### src/rtl/dmem_wb_pkg.sv
// Shared definitions for the data-memory Wishbone master:
// FSM state encodings, the value returned on a failed access and
// the timeout defaults used when DMEM_WB_TIMEOUT_EN is defined.
package dmem_wb_pkg;

    typedef logic [1:0] state_t;

    localparam state_t ST_IDLE = 2'd0;
    localparam state_t ST_BUS  = 2'd1;
    localparam state_t ST_DONE = 2'd2;

    // Data loaded into the read register on a bus error or timeout.
    localparam logic [31:0] DMEM_ERR_DATA = 32'hDEAD_BEEF;

    // Default number of BUS cycles before a forced abort.
    localparam int unsigned DMEM_TIMEOUT_DEF = 255;

    localparam int unsigned DMEM_TO_CNT_W = 16;
    typedef logic [DMEM_TO_CNT_W-1:0] to_cnt_t;

endpackage

### src/rtl/dmem_wb_timeout.sv
// Bus-cycle watchdog for dmem_wb_master. Only instantiated when
// DMEM_WB_TIMEOUT_EN is defined. The counter clears when an access is
// launched and counts BUS cycles. 'expired' is raised during the
// TIMEOUT_CYCLES-th BUS cycle, so the abort happens on that cycle's edge.
module dmem_wb_timeout
    import dmem_wb_pkg::*;
#(
    parameter int unsigned TIMEOUT_CYCLES = DMEM_TIMEOUT_DEF
) (
    input  logic clk,
    input  logic reset,
    input  logic start,
    input  logic in_bus,
    output logic expired
);

    localparam to_cnt_t LIMIT = to_cnt_t'(TIMEOUT_CYCLES - 1);

    to_cnt_t cnt_q;

    // Clear on launch, count BUS cycles, saturate at the limit.
    always_ff @(posedge clk or negedge reset) begin
        if (!reset) begin
            cnt_q <= '0;
        end else if (start) begin
            cnt_q <= '0;
        end else if (in_bus && (cnt_q != LIMIT)) begin
            cnt_q <= cnt_q + 1'b1;
        end
    end

    assign expired = in_bus & (cnt_q == LIMIT);

endmodule

### src/rtl/dmem_wb_master.sv
// Data-memory bus adapter: turns each core load/store into one
// Wishbone B4 classic single read or write. It holds the core with a
// combinational Stall while the access is in flight. Read data is
// returned from a register that only changes when an access completes.
// Optional feature macro: DMEM_WB_TIMEOUT_EN. When it is defined, a stuck
// slave is aborted after TIMEOUT_CYCLES BUS cycles.
module dmem_wb_master
    import dmem_wb_pkg::*;
#(
    parameter int unsigned ADDR_W         = 32,
    parameter int unsigned TIMEOUT_CYCLES = DMEM_TIMEOUT_DEF
) (
    input  logic              clk,
    input  logic              reset,
    input  logic              MemRead,
    input  logic              MemWrite,
    input  logic [31:0]       Addr,
    input  logic [31:0]       WriteData,
    input  logic [3:0]        ByteSel,
    output logic [31:0]       ReadData,
    output logic              Stall,
    output logic              BusErr,
    output logic              wb_cyc_o,
    output logic              wb_stb_o,
    output logic              wb_we_o,
    output logic [ADDR_W-1:0] wb_adr_o,
    output logic [31:0]       wb_dat_o,
    output logic [3:0]        wb_sel_o,
    input  logic [31:0]       wb_dat_i,
    input  logic              wb_ack_i,
    input  logic              wb_err_i
);

    state_t      state_q;
    state_t      state_d;
    logic        req;
    logic        in_idle;
    logic        in_bus;
    logic        launch;
    logic        to_expired;
    logic        bus_end;
    logic        bus_fail;
    logic        we_q;
    logic [31:0] rd_q;
    logic        err_q;

    assign req     = MemRead | MemWrite;
    assign in_idle = (state_q == ST_IDLE);
    assign in_bus  = (state_q == ST_BUS);
    assign launch  = in_idle & req;

    // Priority on completion: err beats ack, and ack beats the timeout.
    assign bus_end  = in_bus & (wb_ack_i | wb_err_i | to_expired);
    assign bus_fail = in_bus & (wb_err_i | (to_expired & ~wb_ack_i));

`ifdef DMEM_WB_TIMEOUT_EN
    dmem_wb_timeout #(
        .TIMEOUT_CYCLES (TIMEOUT_CYCLES)
    ) u_timeout (
        .clk     (clk),
        .reset   (reset),
        .start   (launch),
        .in_bus  (in_bus),
        .expired (to_expired)
    );
`else
    // Without the watchdog BUS waits for the slave indefinitely.
    logic unused_timeout_cfg;
    assign unused_timeout_cfg = (TIMEOUT_CYCLES != 0);
    assign to_expired         = 1'b0;
`endif

    // Word-aligned bus: the byte offset is expressed only through ByteSel.
    logic unused_addr_lsb;
    assign unused_addr_lsb = ^Addr[1:0];

    // Next-state selection. A request seen in DONE is never re-issued.
    always_comb begin
        state_d = state_q;
        case (state_q)
            ST_IDLE: if (req)     state_d = ST_BUS;
            ST_BUS:  if (bus_end) state_d = ST_DONE;
            ST_DONE:              state_d = ST_IDLE;
            default:              state_d = ST_IDLE;
        endcase
    end

    // State register. An async reset also drops cyc/stb immediately.
    always_ff @(posedge clk or negedge reset) begin
        if (!reset) begin
            state_q <= ST_IDLE;
        end else begin
            state_q <= state_d;
        end
    end

    // Latch the request when it is accepted. Write wins over read.
    always_ff @(posedge clk or negedge reset) begin
        if (!reset) begin
            we_q     <= 1'b0;
            wb_adr_o <= '0;
            wb_dat_o <= '0;
            wb_sel_o <= '0;
        end else if (launch) begin
            we_q     <= MemWrite;
            wb_adr_o <= {Addr[ADDR_W-1:2], 2'b00};
            wb_dat_o <= WriteData;
            wb_sel_o <= ByteSel;
        end
    end

    // Completion capture: read data or error pattern, plus a one-cycle error flag.
    always_ff @(posedge clk or negedge reset) begin
        if (!reset) begin
            rd_q  <= '0;
            err_q <= 1'b0;
        end else begin
            err_q <= bus_fail;
            if (bus_fail) begin
                rd_q <= DMEM_ERR_DATA;
            end else if (bus_end && !we_q) begin
                rd_q <= wb_dat_i;
            end
        end
    end

    assign wb_cyc_o = in_bus;
    assign wb_stb_o = in_bus;
    assign wb_we_o  = we_q;
    assign ReadData = rd_q;
    assign BusErr   = err_q;

    // Stall never depends on the slave inputs. It is also forced low during reset.
    assign Stall = reset & (launch | in_bus);

endmodule

### config.mk
export PLATFORM = sky130hd
export DESIGN_NAME = dmem_wb_master
export DESIGN_NICKNAME = d
export VERILOG_FILES = /design/src/rtl/dmem_wb_pkg.sv /design/src/rtl/dmem_wb_timeout.sv /design/src/rtl/dmem_wb_master.sv
export SDC_FILE = /design/constraint.sdc
export NUM_CORES = 1
export LEC_CHECK = 0
export BUFFER_PORTS_ARGS = -buffer_cell sky130_fd_sc_hd__buf_2
export CORE_MARGIN = 8
export CORE_UTILIZATION = 40
export CTS_CLUSTER_DIAMETER = 100
export DETAILED_ROUTE_END_ITERATION = 6
export PLACE_DENSITY = 0.72
export SYNTH_ARGS = -nofsm -noshare
export SYNTH_HDL_FRONTEND = slang
export SYNTH_SLANG_ARGS = --single-unit
### constraint.sdc
create_clock -name clk -period 3.78 [get_ports clk]
set_clock_uncertainty 0.15 [all_clocks]
set_input_delay 1.134 -clock clk [delete_from_list [all_inputs] [get_ports clk]]
set_output_delay 1.134 -clock clk [all_outputs]
set_load 0.1 [all_outputs]
# After elaboration in Yosys (flattened, before gate mapping)
# Index checks and enable logic that the tools add are counted.
dict set report totals {
  reg_bits 102
  input_bits 106
  out_inout_bits 105
  wordCells 27
}
dict set report classes {
  n_eq_ne 3
  n_mux 5
  bitwise 7
  reduce_logical 5
}
# cell n
set ops {}
lappend ops {{32-bit 2-to-1 mux} 2}
lappend ops {{1-bit bitwise AND} 4}
lappend ops {{2-bit 2-to-1 mux} 2}
lappend ops {{2-bit one-hot mux with 2 select lines} 1}
lappend ops {{1-bit OR} 3}
lappend ops {{2-bit by 1-bit == test with 1-bit output (second input constant)} 1}
lappend ops {{2-bit logical NOT} 1}
lappend ops {{2-bit by 1-bit inequality test with 1-bit output (second input constant)} 1}
lappend ops {{2-bit inequality test (second input constant)} 1}
lappend ops {{2-bit AND reduction} 1}
lappend ops {{2-bit nonzero test} 1}
lappend ops {{1-bit logical AND} 1}
lappend ops {{1-bit logical NOT} 1}

# Longest topological paths before layout
dict set report logic_depth {
  word_depth 5
  depth_mapped 6
  mapped_depth_nobuf 4
}

# Worst setup path after synthesis
# OpenSTA, ideal clock, no wires.
dict set report synth_path {
  path_type {in2out}
  from {input port MemWrite}
  to {output port Stall}
  t_arrival_ns 3.372
  required_ns 2.496
  path_slack_ns -0.876
  path_stages 2
  path_buffers 0
  cell_sequence {nor3_1 -> nor3b_1}
}
dict set report synth_between {
  elab_chain_cells 4
}
# element line
set synth_rtl {}
lappend synth_rtl {{start: declaration} dmem_wb_master.sv:16} ;# input logic MemWrite,
lappend synth_rtl {{1-bit OR} dmem_wb_master.sv:47} ;# assign req = MemRead | MemWrite;
lappend synth_rtl {{1-bit bitwise AND} dmem_wb_master.sv:50} ;# assign launch = in_idle & req;
lappend synth_rtl {{1-bit OR} dmem_wb_master.sv:134} ;# assign Stall = reset & (launch | in_bus);
lappend synth_rtl {{1-bit bitwise AND} dmem_wb_master.sv:134}
lappend synth_rtl {{end: declaration} dmem_wb_master.sv:21} ;# output logic Stall,
# Every way passes these cells.

# Final worst setup path
# Same ends and word-level chain as after synthesis.

==> reports/summary.txt <==
Final-report max-slew violation count: 0
Cell with the most instances after synthesis: dfrtp_1
Max-capacitance violation count: 0
Later-pin clock latency in the skew report: 0.35 ns
Sum of negative setup slack: 0 ns
Grt met3 use: 0.0630
WP buf/inv: 2
Number of nets in the layout: 562
Highest clock rate: 324 MHz
Antenna violations before repair: 0
Top cells by area in the synthesized netlist: dfrtp_1 (65%), mux2_2 (15%), mux2_1 (4.6%)
Leading register cell type out of synthesis: dfrtp_1
H-tree levels: 3
Delay of the slowest cell on the worst path: 0.26 ns
CTS tree: yes
Clock edge transition at the registers on the reported setup and hold paths: 0.10 ns
Final period utilization: 0.817
Run status: complete, no violations
PortBufs: 206
Number of filler instances in the final layout: 835
Die Ht: 115 microns
Critical path, cell by cell: buf_2 > nor3_1 > nor3b_2 > buf_12
Final non-filler cell area: 0.00527 sq mm
Async set-reset flop share out of synthesis: 1.00
Number of distinct library cell variants in the gate-level netlist after synthesis: 27
Per-instance average area after synthesis: 15.7 sq um
Routed wire length per instance: 17.2 microns
Register area share after synthesis: 0.647
Master of the slowest instance on the critical path: nor3b_2
I/O pin total: 211
Register bit count reported by yosys: 102
Detailed placer's ending HPWL: 7.95 mm
Number of setup buffers added after CTS: 0
Required time of the critical path: 2.50 ns
Synth Warn #: 0
Critical path endpoint category: primary output
Number of optimization iterations in the first detailed-route pass: 7
Cell chosen for the clock root: clkbuf_8
Combined area of all synthesized cells: 0.00395 sq mm
Slew of the pin with the lowest slew margin: 0.676 ns
Global-route wire length before repair: 15.6 mm
Synth Instances: 252
Library cell occupying the most area in the post-synthesis netlist: dfrtp_1
Number of nets with antenna violations after routing: 0
Fraction of layout cells with a size suffix above 1: 0.638
Shortest clock period the worst path allows after layout: 3.09 ns
Via count: 2822
Overall die area: 0.0133 sq mm
Via count of the first global-routing pass: 3168
CTS resizes: 0
Critical Setup Path Class: in2out
Crit-path max FO: 3
Diodes inserted: 0
Placement Rows: 36
Clock Tree Buf Depth: 2
Worst min-delay path category: reg2reg
Average via count per standard cell: 4.75
Final count of negative-setup-slack endpoints: 0
Core footprint: 0.00968 sq mm
Setup repair after global routing missed its margin: false
Total GRT Usage: 0.149
Count of clock tree sinks: 102
Total of hold buffers inserted after clock tree synthesis: 0
Largest delay contributor family on the critical path: buffers and inverters
Total wire length: 10.2 mm
Global placer's final weighted congestion: 0.875
Number of buffers added by the clock tree synthesis step: 9
Met2 Resource Use GR: 0.257
Post-placement cell area: 0.00509 sq mm
Number of remaining DRC errors: 0
Remaining max-slew budget at the tightest pin: 0.550
Starting utilization of the core area: 0.407
Highest-utilization routing layer at the global route stage: met2
Pin count of the biggest net entering global routing: 69
Total gr overflow: 0
Die boundary width: 115 microns
Startpoint Class: primary input
Crit path DAT: 1.80 ns
Met1 Track Usage GR: 0.161
Count of endpoints failing hold in the final timing report: 0
Top-area cell type share of the netlist area: 0.647
Synth top cells by count: dfrtp_1 (102), mux2_2 (51), mux2_1 (16), o22a_1 (10), inv_1 (9)
Number of synthesized flops with an enable pin: 0
Number of DRC markers in iteration 0: 84
Layout Area Growth over Synthesis: 33.5%
-- area by class of cell --
cell class	count	area, sq um	share of cell area
Multi-Input combinational cell	125	1250	0.237
Clock inverter	5	40.0	0.00760
Inverter	9	33.8	0.00641
Tap cell	133	166	0.0316
Sequential cell	102	2550	0.485
Clock buffer	11	141	0.0268
Timing Repair Buffer	209	1080	0.206
-- final timing paths --
path | start | cells past startpoint | end | slack [ns]
max reg2reg | wb_we_o | 3 | ReadData[11] | 1.85
max | MemWrite | 4 | Stall | 0.69
min in group asynchronous | reset | 2 | wb_dat_o[30] | 0.78
max in group asynchronous | reset | 3 | ReadData[18] | 1.60
min reg2reg | ReadData[13] | 1 | ReadData[13] | 0.34
min | ReadData[13] | 1 | ReadData[13] | 0.34
-- kinds of logic after synthesis --
kind of cell	after synthesis	share of synthesized area
AO/OA/AOI/OAI	42	0.0986
AND/OR/NAND/NOR	14	0.0219
flip-flops	102	0.647
other	1	0.000951
multiplexers	67	0.191
buffers and inverters	26	0.0403
-- through the flow --
stage / worst slack, ns / util / hold WS [ns] / std cells
final: 0.693 / 0.544 / 0.342 / 594
after global routing: 0.673 / 0.544 / 0.359 / 594
after CTS: 0.689 / 0.544 / 0.347 / 594
after detailed placement: 0.688 / 0.525 / 0.322 / 578
after global placement: 0.686 / 0.525 / 0.315 / 578
after floorplan: 0.111 / - / 0.559 / 253
-- per-layer routing --
layer | vias up | part of all wire | wire length (microns)
met4 | 0 | 0.014 | 141
met5 | - | 0 | 0
met2 | 126 | 0.50 | 5070
met3 | 13 | 0.11 | 1120
met1 | 1383 | 0.38 | 3890
li1 | 1300 | - | -
-- state kept, by name (all words and copies together) (netlist names) --
name / flops
wb_dat_o: 32
ReadData: 32
wb_sel_o: 4
state_q: 2
wb_adr_o: 30
wb_we_o: 1
BusErr: 1
-- cell usage in the layout (no fill, tap or decap), types with 7 or more instances in the layout --
master / count
buf_2: 204
dfrtp_1: 102
mux2_2: 51
mux2_1: 16
o22a_1: 10
clkbuf_8: 10
inv_1: 9
a22o_1: 8
o22a_2: 7
o31ai_1: 7
o211ai_2: 7
Power is not shown: default switching activity piles up to over one toggle a cycle in this logic, so the estimate is an artifact.
